===== src/rtl/fetch_pkg.sv =====
// Shared types and constants for the instruction-fetch stage.
// Latency: n/a (types, constants and pure helper functions only).
// Backpressure: n/a.
package fetch_pkg;

  localparam int ADDR_W  = 32;
  localparam int INSTR_W = 32;
  localparam int PC_INC  = 4;

  // IDLE: nothing outstanding; REQ: read outstanding, data will be kept;
  // DROP: read outstanding, data will be thrown away when it lands.
  typedef enum logic [1:0] {
    IDLE = 2'd0,
    REQ  = 2'd1,
    DROP = 2'd2
  } fetch_state_t;

  // One queued instruction with its address and fall-through address.
  typedef struct packed {
    logic [INSTR_W-1:0] instr;
    logic [ADDR_W-1:0]  pc;
    logic [ADDR_W-1:0]  pc4;
  } fetch_entry_t;

  localparam int ENTRY_W = INSTR_W + 2 * ADDR_W;

  // Sequential next address; wraps naturally at 2^ADDR_W.
  function automatic logic [ADDR_W-1:0] pc_plus_inc(input logic [ADDR_W-1:0] pc);
    return pc + ADDR_W'(PC_INC);
  endfunction

  // Clear the byte-offset bits so redirect targets are word aligned.
  function automatic logic [ADDR_W-1:0] word_align(input logic [ADDR_W-1:0] pc);
    return pc & ~ADDR_W'(PC_INC - 1);
  endfunction

endpackage


===== src/rtl/fetch_if.sv =====
// Instruction-memory read port and decode-facing instruction stream.
// Latency: n/a (wires only).
// Backpressure: imem_req held until imem_ack; id_valid held until id_ready.
interface fetch_if;
  import fetch_pkg::*;

  logic               imem_req;
  logic [ADDR_W-1:0]  imem_addr;
  logic               imem_ack;
  logic [INSTR_W-1:0] imem_rdata;

  logic               id_valid;
  logic [INSTR_W-1:0] id_instr;
  logic [ADDR_W-1:0]  id_pc;
  logic [ADDR_W-1:0]  id_pc4;
  logic               id_ready;

  // Fetch-unit side.
  modport master (
    output imem_req, imem_addr,
    input  imem_ack, imem_rdata,
    output id_valid, id_instr, id_pc, id_pc4,
    input  id_ready
  );

  // Memory / decode side.
  modport slave (
    input  imem_req, imem_addr,
    output imem_ack, imem_rdata,
    input  id_valid, id_instr, id_pc, id_pc4,
    output id_ready
  );

endinterface


===== src/rtl/fetch_queue.sv =====
// Small synchronous FIFO holding fetched instructions toward decode.
// Latency: push visible at head the cycle after the push edge.
// Backpressure: push ignored when full unless a pop frees a slot; flush beats push and pop.
module fetch_queue #(
  parameter int DEPTH = 2,
  parameter int WIDTH = 96
) (
  input  logic                   clk,
  input  logic                   reset,
  input  logic                   push,
  input  logic [WIDTH-1:0]       push_dat,
  input  logic                   pop,
  input  logic                   flush,
  output logic [WIDTH-1:0]       head_dat,
  output logic [$clog2(DEPTH):0] count,
  output logic                   empty,
  output logic                   full
);

  localparam int PTR_W = $clog2(DEPTH);
  localparam int CNT_W = PTR_W + 1;

  logic [WIDTH-1:0] mem [DEPTH];
  logic [PTR_W-1:0] wr_ptr;
  logic [PTR_W-1:0] rd_ptr;
  logic             do_push;
  logic             do_pop;

  assign empty    = (count == '0);
  assign full     = (count == CNT_W'(DEPTH));
  assign do_pop   = pop && !empty;
  assign do_push  = push && (!full || do_pop);
  assign head_dat = mem[rd_ptr];

  // Pointers and occupancy; pointers wrap modulo DEPTH through their width.
  always_ff @(posedge clk) begin
    if (reset || flush) begin
      wr_ptr <= '0;
      rd_ptr <= '0;
      count  <= '0;
    end else begin
      if (do_push) wr_ptr <= wr_ptr + 1'b1;
      if (do_pop)  rd_ptr <= rd_ptr + 1'b1;
      count <= count + CNT_W'(do_push) - CNT_W'(do_pop);
    end
  end

  // Storage write; contents need no reset since occupancy gates visibility.
  always_ff @(posedge clk) begin
    if (do_push && !flush && !reset) begin
      mem[wr_ptr] <= push_dat;
    end
  end

endmodule


===== src/rtl/fetch_unit.sv =====
// Instruction fetch: one outstanding imem read, next-PC generation, queue toward decode.
// Latency: imem_ack in cycle N gives id_valid in N+1 when the queue was empty.
// Backpressure: no new read unless a queue slot is guaranteed; redirect flushes and drops in-flight data.
module fetch_unit
  import fetch_pkg::*;
#(
  parameter int DEPTH = 2
) (
  input  logic              clk,
  input  logic              reset,
  input  logic [ADDR_W-1:0] pc_in,
  output logic [ADDR_W-1:0] pc_next,
  output logic              pcwrite,
  input  logic              redirect_valid,
  input  logic [ADDR_W-1:0] redirect_pc,
  fetch_if.master           bus
);

  localparam int CNT_W = $clog2(DEPTH) + 1;

  fetch_state_t      state;
  fetch_state_t      state_nxt;
  logic [ADDR_W-1:0] addr_q;
  logic [ADDR_W-1:0] addr_nxt;

  logic              push;
  logic              pop;
  logic [CNT_W-1:0]  q_count;
  logic              q_empty;
  logic              q_full;
  logic [CNT_W:0]    occ_after;
  logic              space;
  fetch_entry_t      push_ent;
  fetch_entry_t      head_ent;

  // A redirect voids the same-cycle pop and discards any returning data.
  assign pop  = !q_empty && bus.id_ready && !redirect_valid;
  assign push = (state == REQ) && bus.imem_ack && !redirect_valid;

  // Occupancy once this cycle's push/pop land; a new read needs one free slot
  // left over so its data can never find the queue full.
  assign occ_after = {1'b0, q_count} + (CNT_W+1)'(push) - (CNT_W+1)'(pop);
  assign space     = q_full ? (pop && !push) : (occ_after < (CNT_W+1)'(DEPTH));

  assign push_ent.instr = bus.imem_rdata;
  assign push_ent.pc    = addr_q;
  assign push_ent.pc4   = pc_plus_inc(addr_q);

  fetch_queue #(
    .DEPTH (DEPTH),
    .WIDTH (ENTRY_W)
  ) u_queue (
    .clk      (clk),
    .reset    (reset),
    .push     (push),
    .push_dat (push_ent),
    .pop      (pop),
    .flush    (redirect_valid),
    .head_dat (head_ent),
    .count    (q_count),
    .empty    (q_empty),
    .full     (q_full)
  );

  assign bus.id_valid  = !q_empty;
  assign bus.id_instr  = head_ent.instr;
  assign bus.id_pc     = head_ent.pc;
  assign bus.id_pc4    = head_ent.pc4;
  assign bus.imem_req  = (state != IDLE);
  assign bus.imem_addr = addr_q;

  // State and read-address registers.
  always_ff @(posedge clk) begin
    if (reset) begin
      state  <= IDLE;
      addr_q <= '0;
    end else begin
      state  <= state_nxt;
      addr_q <= addr_nxt;
    end
  end

  // Next-state logic; the read address only moves when a new read is issued.
  always_comb begin
    state_nxt = state;
    addr_nxt  = addr_q;
    case (state)
      IDLE: begin
        if (!redirect_valid && space) begin
          state_nxt = REQ;
          addr_nxt  = pc_in;
        end
      end
      REQ: begin
        if (bus.imem_ack) begin
          if (!redirect_valid && space) begin
            state_nxt = REQ;
            addr_nxt  = pc_plus_inc(pc_in);
          end else begin
            state_nxt = IDLE;
          end
        end else if (redirect_valid) begin
          state_nxt = DROP;
        end
      end
      DROP: begin
        if (bus.imem_ack) state_nxt = IDLE;
      end
      default: state_nxt = IDLE;
    endcase
  end

  // Next-PC mux: redirect wins over the sequential update from an accepted read.
  always_comb begin
    pcwrite = 1'b0;
    pc_next = pc_plus_inc(pc_in);
    if (reset) begin
      pcwrite = 1'b0;
    end else if (redirect_valid) begin
      pcwrite = 1'b1;
      pc_next = word_align(redirect_pc);
    end else if (push) begin
      pcwrite = 1'b1;
    end
  end

endmodule

===== src/flat_wrapper.sv =====
// flat-port wrapper written by rule: the top's interface ports become plain ports
module fetch_unit_flat import fetch_pkg::*;
#(
  parameter int DEPTH = 2
)
  (clk, reset, pc_in, pc_next, pcwrite, redirect_valid, redirect_pc, bus_imem_req, bus_imem_addr, bus_imem_ack, bus_imem_rdata, bus_id_valid, bus_id_instr, bus_id_pc, bus_id_pc4, bus_id_ready);
  fetch_if bus_i ();
  input  logic clk;
  input  logic reset;
  input  logic [ADDR_W-1:0] pc_in;
  output logic [ADDR_W-1:0] pc_next;
  output logic pcwrite;
  input  logic redirect_valid;
  input  logic [ADDR_W-1:0] redirect_pc;
  output wire logic [$bits(bus_i.imem_req)-1:0] bus_imem_req;
  output wire logic [$bits(bus_i.imem_addr)-1:0] bus_imem_addr;
  input wire logic [$bits(bus_i.imem_ack)-1:0] bus_imem_ack;
  input wire logic [$bits(bus_i.imem_rdata)-1:0] bus_imem_rdata;
  output wire logic [$bits(bus_i.id_valid)-1:0] bus_id_valid;
  output wire logic [$bits(bus_i.id_instr)-1:0] bus_id_instr;
  output wire logic [$bits(bus_i.id_pc)-1:0] bus_id_pc;
  output wire logic [$bits(bus_i.id_pc4)-1:0] bus_id_pc4;
  input wire logic [$bits(bus_i.id_ready)-1:0] bus_id_ready;
  assign bus_imem_req = bus_i.imem_req;
  assign bus_imem_addr = bus_i.imem_addr;
  assign bus_i.imem_ack = bus_imem_ack;
  assign bus_i.imem_rdata = bus_imem_rdata;
  assign bus_id_valid = bus_i.id_valid;
  assign bus_id_instr = bus_i.id_instr;
  assign bus_id_pc = bus_i.id_pc;
  assign bus_id_pc4 = bus_i.id_pc4;
  assign bus_i.id_ready = bus_id_ready;
  fetch_unit #(.DEPTH(DEPTH)) u_core (.clk(clk), .reset(reset), .pc_in(pc_in), .pc_next(pc_next), .pcwrite(pcwrite), .redirect_valid(redirect_valid), .redirect_pc(redirect_pc), .bus(bus_i));
endmodule

===== config.mk =====
export PLATFORM = sky130hd
export DESIGN_NAME = fetch_unit_flat
export DESIGN_NICKNAME = d
export VERILOG_FILES = /design/src/rtl/fetch_pkg.sv /design/src/rtl/fetch_if.sv /design/src/rtl/fetch_queue.sv /design/src/rtl/fetch_unit.sv /design/src/flat_wrapper.sv
export SDC_FILE = /design/constraint.sdc
export NUM_CORES = 1
export LEC_CHECK = 0
export BUFFER_PORTS_ARGS = -buffer_cell sky130_fd_sc_hd__buf_2
export CORE_MARGIN = 1.5
export CORE_UTILIZATION = 58
export DETAILED_ROUTE_END_ITERATION = 8
export PLACE_DENSITY = 0.86
export SLEW_MARGIN = 10
export SYNTH_ARGS = -nofsm -noshare
export SYNTH_HDL_FRONTEND = slang
export SYNTH_SLANG_ARGS = --single-unit

===== constraint.sdc =====
create_clock -name clk -period 12.4 [get_ports clk]
set_input_delay 1.24 -clock clk [delete_from_list [all_inputs] [get_ports clk]]
set_output_delay 1.24 -clock clk [all_outputs]
set_load 0.02 [all_outputs]

Yosys cells after proc, flatten, opt, wreduce, memory -nomap -nowiden:

Memories as Yosys holds them, arrays and structs flattened. A register that Yosys moved wholly into a read port is not among the register bits.
Cells that the tools add are included.

* output and inout port bits: 163
* register bits: 38
* memory bits (writable): 192
* input bits: 101
* memories kept: 1
* word-level logic and storage cells: 66

Memories
* u_core.u_queue.mem: depth 2, bits a word 96, read ports 1, clocked after memory_dff 1, write ports 1, RTL line fetch_queue.sv:23 `logic [WIDTH-1:0] mem [DEPTH];`

* order comparisons: 1
* add/subtract/negate cells: 8
* muxes and demuxes: 20
* equal/unequal tests: 8
* reductions and logical operators: 23

Operators by type and width (number)
* 32-bit two-way mux: 5
* 32-bit by 3-bit adder with 32-bit output, second input constant: 2
* 32-bit case mux with 2 select lines: 1
* 1-bit logical AND: 10
* 1-bit two-way mux: 9
* 2-bit two-way mux: 4
* 2-bit != test, second input constant: 3
* 2-bit case mux with 3 select lines: 1
* 1-bit zero test: 5
* 2-bit == test, second input constant: 2
* 2-bit zero test: 2
* 4-bit AND reduction: 1
* 2-bit nonzero test: 2
* 2-bit by 1-bit adder with 3-bit output: 1
* 3-bit by 2-bit less-than comparator with 1-bit output, second input constant: 1
* 3-bit != test, second input constant: 1
* 3-bit AND reduction: 1
* 3-bit by 1-bit subtractor with 3-bit output: 1
* 1-bit adder, second input constant: 2
* 2-bit by 1-bit adder with 2-bit output: 1
* 2-bit by 1-bit == test with 1-bit output, second input constant: 1
* 1-bit logical OR: 2
* 2-bit by 1-bit != test with 1-bit output, second input constant: 1
* 2-bit by 1-bit subtractor with 2-bit output: 1

Longest topological paths before layout:

* depth in word-level cells: 11
* mapped depth: 13

Cells and area by module:

From an unflattened synthesis, not the netlist that was laid out.

* cell total of the unflattened synthesis: 807
* area total of the unflattened synthesis: 10620.2 µm²

Modules (own cells, without submodules)
* fetch_queue: times used 1, cells an instance 329, area each 7179.4 µm², sequential area each 5865.6 µm²
* fetch_unit: times used 1, cells an instance 478, area each 3440.8 µm², sequential area each 680.7 µm²

Worst setup path before layout:

OpenSTA, ideal clock, no wires.

* path type: input to register
* start: in redirect_valid
* end: mem u_core.u_queue.mem[0][10], enable pin
* path slack: 6.264 ns
* setup time: 0.547 ns
* data arrival time: 5.589 ns
* stages on the path: 4
* cells stage by stage: clkbuf_1 > nor2_1 > nand2_1 > nor2_1

* cells in the longest elaborated chain, start to end: 9
* elaborated cells between the ends (all ways): 10
* classes of those cells: mux: 2; reduce/logical: 8

RTL lines
* start: declaration: RTL line flat_wrapper.sv:13 `input logic redirect_valid;`
* 1-bit zero test (*): RTL line fetch_queue.sv:50, fetch_unit.sv:37, fetch_unit.sv:38
* 1-bit logical AND: RTL line fetch_unit.sv:37 `assign pop = !q_empty && bus.id_ready && !redirect_valid;`
* 1-bit logical AND: RTL line fetch_queue.sv:31 `assign do_pop = pop && !empty;`
* 1-bit logical OR: RTL line fetch_queue.sv:32 `assign do_push = push && (!full || do_pop);`
* 1-bit logical AND: RTL line fetch_queue.sv:32
* 1-bit logical AND (*) (2 in series): RTL line fetch_queue.sv:50 `if (do_push && !flush && !reset) begin`
* 1-bit two-way mux (*): RTL line fetch_queue.sv:50
* 1-bit two-way mux (implied by the code) (*): RTL line fetch_queue.sv:51 `mem[wr_ptr] <= push_dat;`
* end: declaration: RTL line fetch_queue.sv:23

Mark *: on every way between the ends. The rest lies on a longest branch, timed or not.

Final worst setup path:

* start: in pc_in[2]
* end: out pc_next[26]

* cells in the longest elaborated chain, start to end: 3

RTL lines
* start: declaration: RTL line flat_wrapper.sv:10 `input logic [ADDR_W-1:0] pc_in;`
* 32-bit by 3-bit adder with 32-bit output (*): RTL line fetch_pkg.sv:29 `return pc + ADDR_W'(PC_INC);`
* 32-bit two-way mux: RTL line fetch_unit.sv:119 `end else if (redirect_valid) begin`
* 32-bit two-way mux (*): RTL line fetch_unit.sv:117 `if (reset) begin`
* end: declaration: RTL line flat_wrapper.sv:11 `output logic [ADDR_W-1:0] pc_next;`

Marks and branches as above.

==> summary.txt <==
Layout
  – Synth-to-Final Area Change: 18.3%
  – Diodes inserted: 0
  – Layout cells sized above 1: 39.9%
  – # fillers: 1202
  – Register area: 0.00643 mm²
  – Nets: 1121
  – Area occupied by multi-input gates: roughly 0.0036 mm²

Setup path
  – CP required: around 11 ns
  – CP dominant cell by count: buf_2
  – R2R setup slack: between 8 and 9 ns
  – Worst setup EP type: primary output
  – WP data arrival: around 3.4 ns
  – Reg2Reg Launch Point: u_core.state[0]
  – Top fanout value on the critical path: 17
  – Critical path type: primary input to primary output
  – CP max-delay cell: nor4_4
  – Crit-path max cell delay: 0.85 ns
  – CP cell instances: buf_2, ha_1, nand3_2, nor4_4, nand3_1, xnor2_1, o21ai_0, buf_2
  – Register-to-Register Path Depth: 11
  – Worst Path Buf+Inv: 2
  – Worst Setup Start Kind: primary input
  – Endpoint of the worst register-to-register path: u_core.bus.imem_addr[0]
  – Critical Path Start: pc_in[2]
  – Critical path's top delay family: simple AND/OR/NAND/NOR gates

Yosys
  – Post-synth EDFFs: 188
  – Register area share after synthesis: 61.3%
  – Yosys Warn Count: 0
  – Synth async-reset ratio: 0%
  – Largest cells by area after synthesis: edfxtp_1 (54%), mux2_2 (10%), dfxtp_1 (7.4%)
  – Synth area leader: edfxtp_1
  – Distinct cell type count after synthesis: 47
  – Post-Syn Area per Cell: 13.1 µm²
  – Main synth FF type: edfxtp_1
  – Post-synth net total: 909
  – Syn Std Cell Area: 0.0105 mm²
  – #FFs+latches synth: 227
  – Syn Inst Count: 802
  – Post-synth top area share: 53.9%

Drt
  – DRC: 0
  – ANT nets after route: 0
  – Via count: 6900
  – Wirelength per Cell: 18.0 µm
  – Iter 0 DRT Violations: about 360
  – Vias/cell: roughly 5.5
  – Final wirelength: 22600 µm
  – DR pass1 iterations: 5

Power and ir drop
  – Sequential power share: 52.2%
  – Sw frac: about 23%
  – Tot Pwr: about 1.7 mW
  – Combinational share of power: 8.3%
  – Internal power: 1.28 mW
  – PD cells: 134 mW/mm²
  – Clock power frac: 39.5%
  – Pleak: 4.60 nW
  – Peak VDD IR: a little under 0.0001 V
  – Sw Pwr: 375 µW

Global route
  – GRT Residual Overflow: 0
  – Initial antenna violation count: 0
  – Largest net degree at the start of global routing: 81
  – First-pass GRT wire length: 33800 µm
  – Vias in the first global route: 6581
  – GRT Total Usage: 23.0%

Clocking
  – CTS tree: done
  – Setup Fix Bufs, Post-CTS: 0
  – Post-CTS Resized: 0
  – CTS Sinks: 227
  – # H-tree levels: 1
  – Worst skew pair latency: 0.49 ns
  – Clk buf depth: 3
  – Worst-path clk slew: ~0.06 ns
  – Cts hold-fix bufs: 0
  – CTS buffer count: 22
  – Root Buffer Master: clkbuf_16

STA
  – Tcrit/Tclk final: 37.7%
  – Final Max Tran Viols: 0
  – RSZ-0062 raised after global routing: false
  – Setup TNS: 0 ns
  – Slew @ Worst Pin: 1.07 ns
  – Worst rel slew slack: between 20% and 30%
  – Final Skew: roughly 0.009 ns
  – Fin. Hold Viols: 0
  – Fmax: between 0.2 and 0.25 GHz
  – Final setup viols: 0
  – Minimum clock period: 4.67 ns

Min path
  – Worst Hold Launch: u_core.bus.imem_addr[1]
  – Hold WC Path Type: flop to flop
  – Hold path cells: 0
  – Hold Path End: u_core.u_queue.mem[0][33]

Floorplanning
  – Die area: about 0.019 mm²
  – Core Box Area: 0.0175 mm²
  – Row count: 48
  – Height of the chip: between 100 and 150 µm
  – Die W: about 140 µm
  – I/O pin count: approximately 260
  – Initial Util: approximately 60%

Placement
  – Dpl hpwl: about 16000 µm
  – Final GP Congestion: 0.899
  – Buffers on Ports: around 260

Job
  – Max capacitance violation total: 0

Run status
  – Outcome: finished clean
-- cell type report --
type                            instances  share of cell area, %
Sequential cell                       227                   51.9
Multi-Input combinational cell        491                   29.1
Timing Repair Buffer                  266                   10.8
Clock buffer                           32                   4.99
Tap cell                              225                   2.27
Clock inverter                          8                  0.747
Inverter                                6                  0.182
-- per-stage QoR --
| stage | cells | utilization (%) | worst slack (ns) | hold WS [ns] | cell area, µm² |
|---|---|---|---|---|---|
| 2_1_floorplan | 802 | - | 6.26 | 0.448 | 10500 |
| 3_3_place_gp | 1215 | 66.9 | 7.75 | 0.497 | 11700 |
| 3_5_place_dp | 1215 | 66.9 | 7.77 | 0.501 | 11700 |
| 4_1_cts | 1255 | 71.0 | 7.75 | 0.513 | 12400 |
| 5_1_grt | 1255 | 71.0 | 7.49 | 0.538 | 12400 |
| 6_report | 1255 | 71.0 | 7.73 | 0.512 | 12400 |
-- worst max path at each step --
stage,endpoint,depth (start not counted)
after floorplan,u_core.u_queue.mem[0][10],4
final,pc_next[26],8
after global routing,pc_next[28],8
after global placement,pc_next[14],7
after CTS,pc_next[14],7
after detailed placement,pc_next[14],7
-- cells by family after synthesis --
family	after synthesis	share of synthesized area, %
AO/OA/AOI/OAI	70	4.38
XOR/XNOR	88	7.35
adder cells (fa/ha/maj)	6	0.788
buffers and inverters	84	4.49
flip-flops	227	61.3
multiplexers	98	10.5
AND/OR/NAND/NOR	229	11.2
-- cell usage after synthesis, drive strengths merged (28+ instances only) --
library cell / instances
mux2: 95
clkbuf: 31
o21ai: 32
dfxtp: 39
nand4: 29
xor2: 47
edfxtp: 188
nand3: 31
buf: 47
xnor2: 41
nand2: 64
a211oi: 28
nor2: 51
-- layout by cell type (no fill, tap or decap), drive strengths merged, types with 31 or more instances in the layout --
master	instances
dfxtp	39
o21ai	32
edfxtp	188
clkbuf	32
nand2	64
xor2	47
nand3	31
mux2	95
xnor2	41
nor2	51
buf	266
-- power groups by stage --
stage               Clock (mW)  Combinational [mW]  Sequential [mW]
floorplan                    0              0.0977            0.871
global placement             0               0.134            0.880
detailed placement           0               0.137            0.881
CTS                      0.665               0.138            0.864
global route             0.691               0.149            0.866
finish                   0.655               0.138            0.864
-- registers in the layout, indices dropped and copies added, names as in the netlist, named ones only --
name / count
u_core.state: 2
u_core.u_queue.rd_ptr: 1
u_core.u_queue.mem: 188
u_core.u_queue.count: 2
u_core.bus.imem_addr: 32
u_core.u_queue.wr_ptr: 1
-- metal layers --
| metal | vias up | track usage, % | wire, µm |
|---|---|---|---|
| met4 | 0 | 6.55 | 512 |
| met3 | 37 | 3.68 | 1450 |
| met1 | 3260 | 29.4 | 9420 |
| met5 | - | 0 | 0 |
| li1 | 3327 | - | - |
| met2 | 276 | 40.6 | 11300 |
No activity file was read; power rests on OpenSTA's default activity.
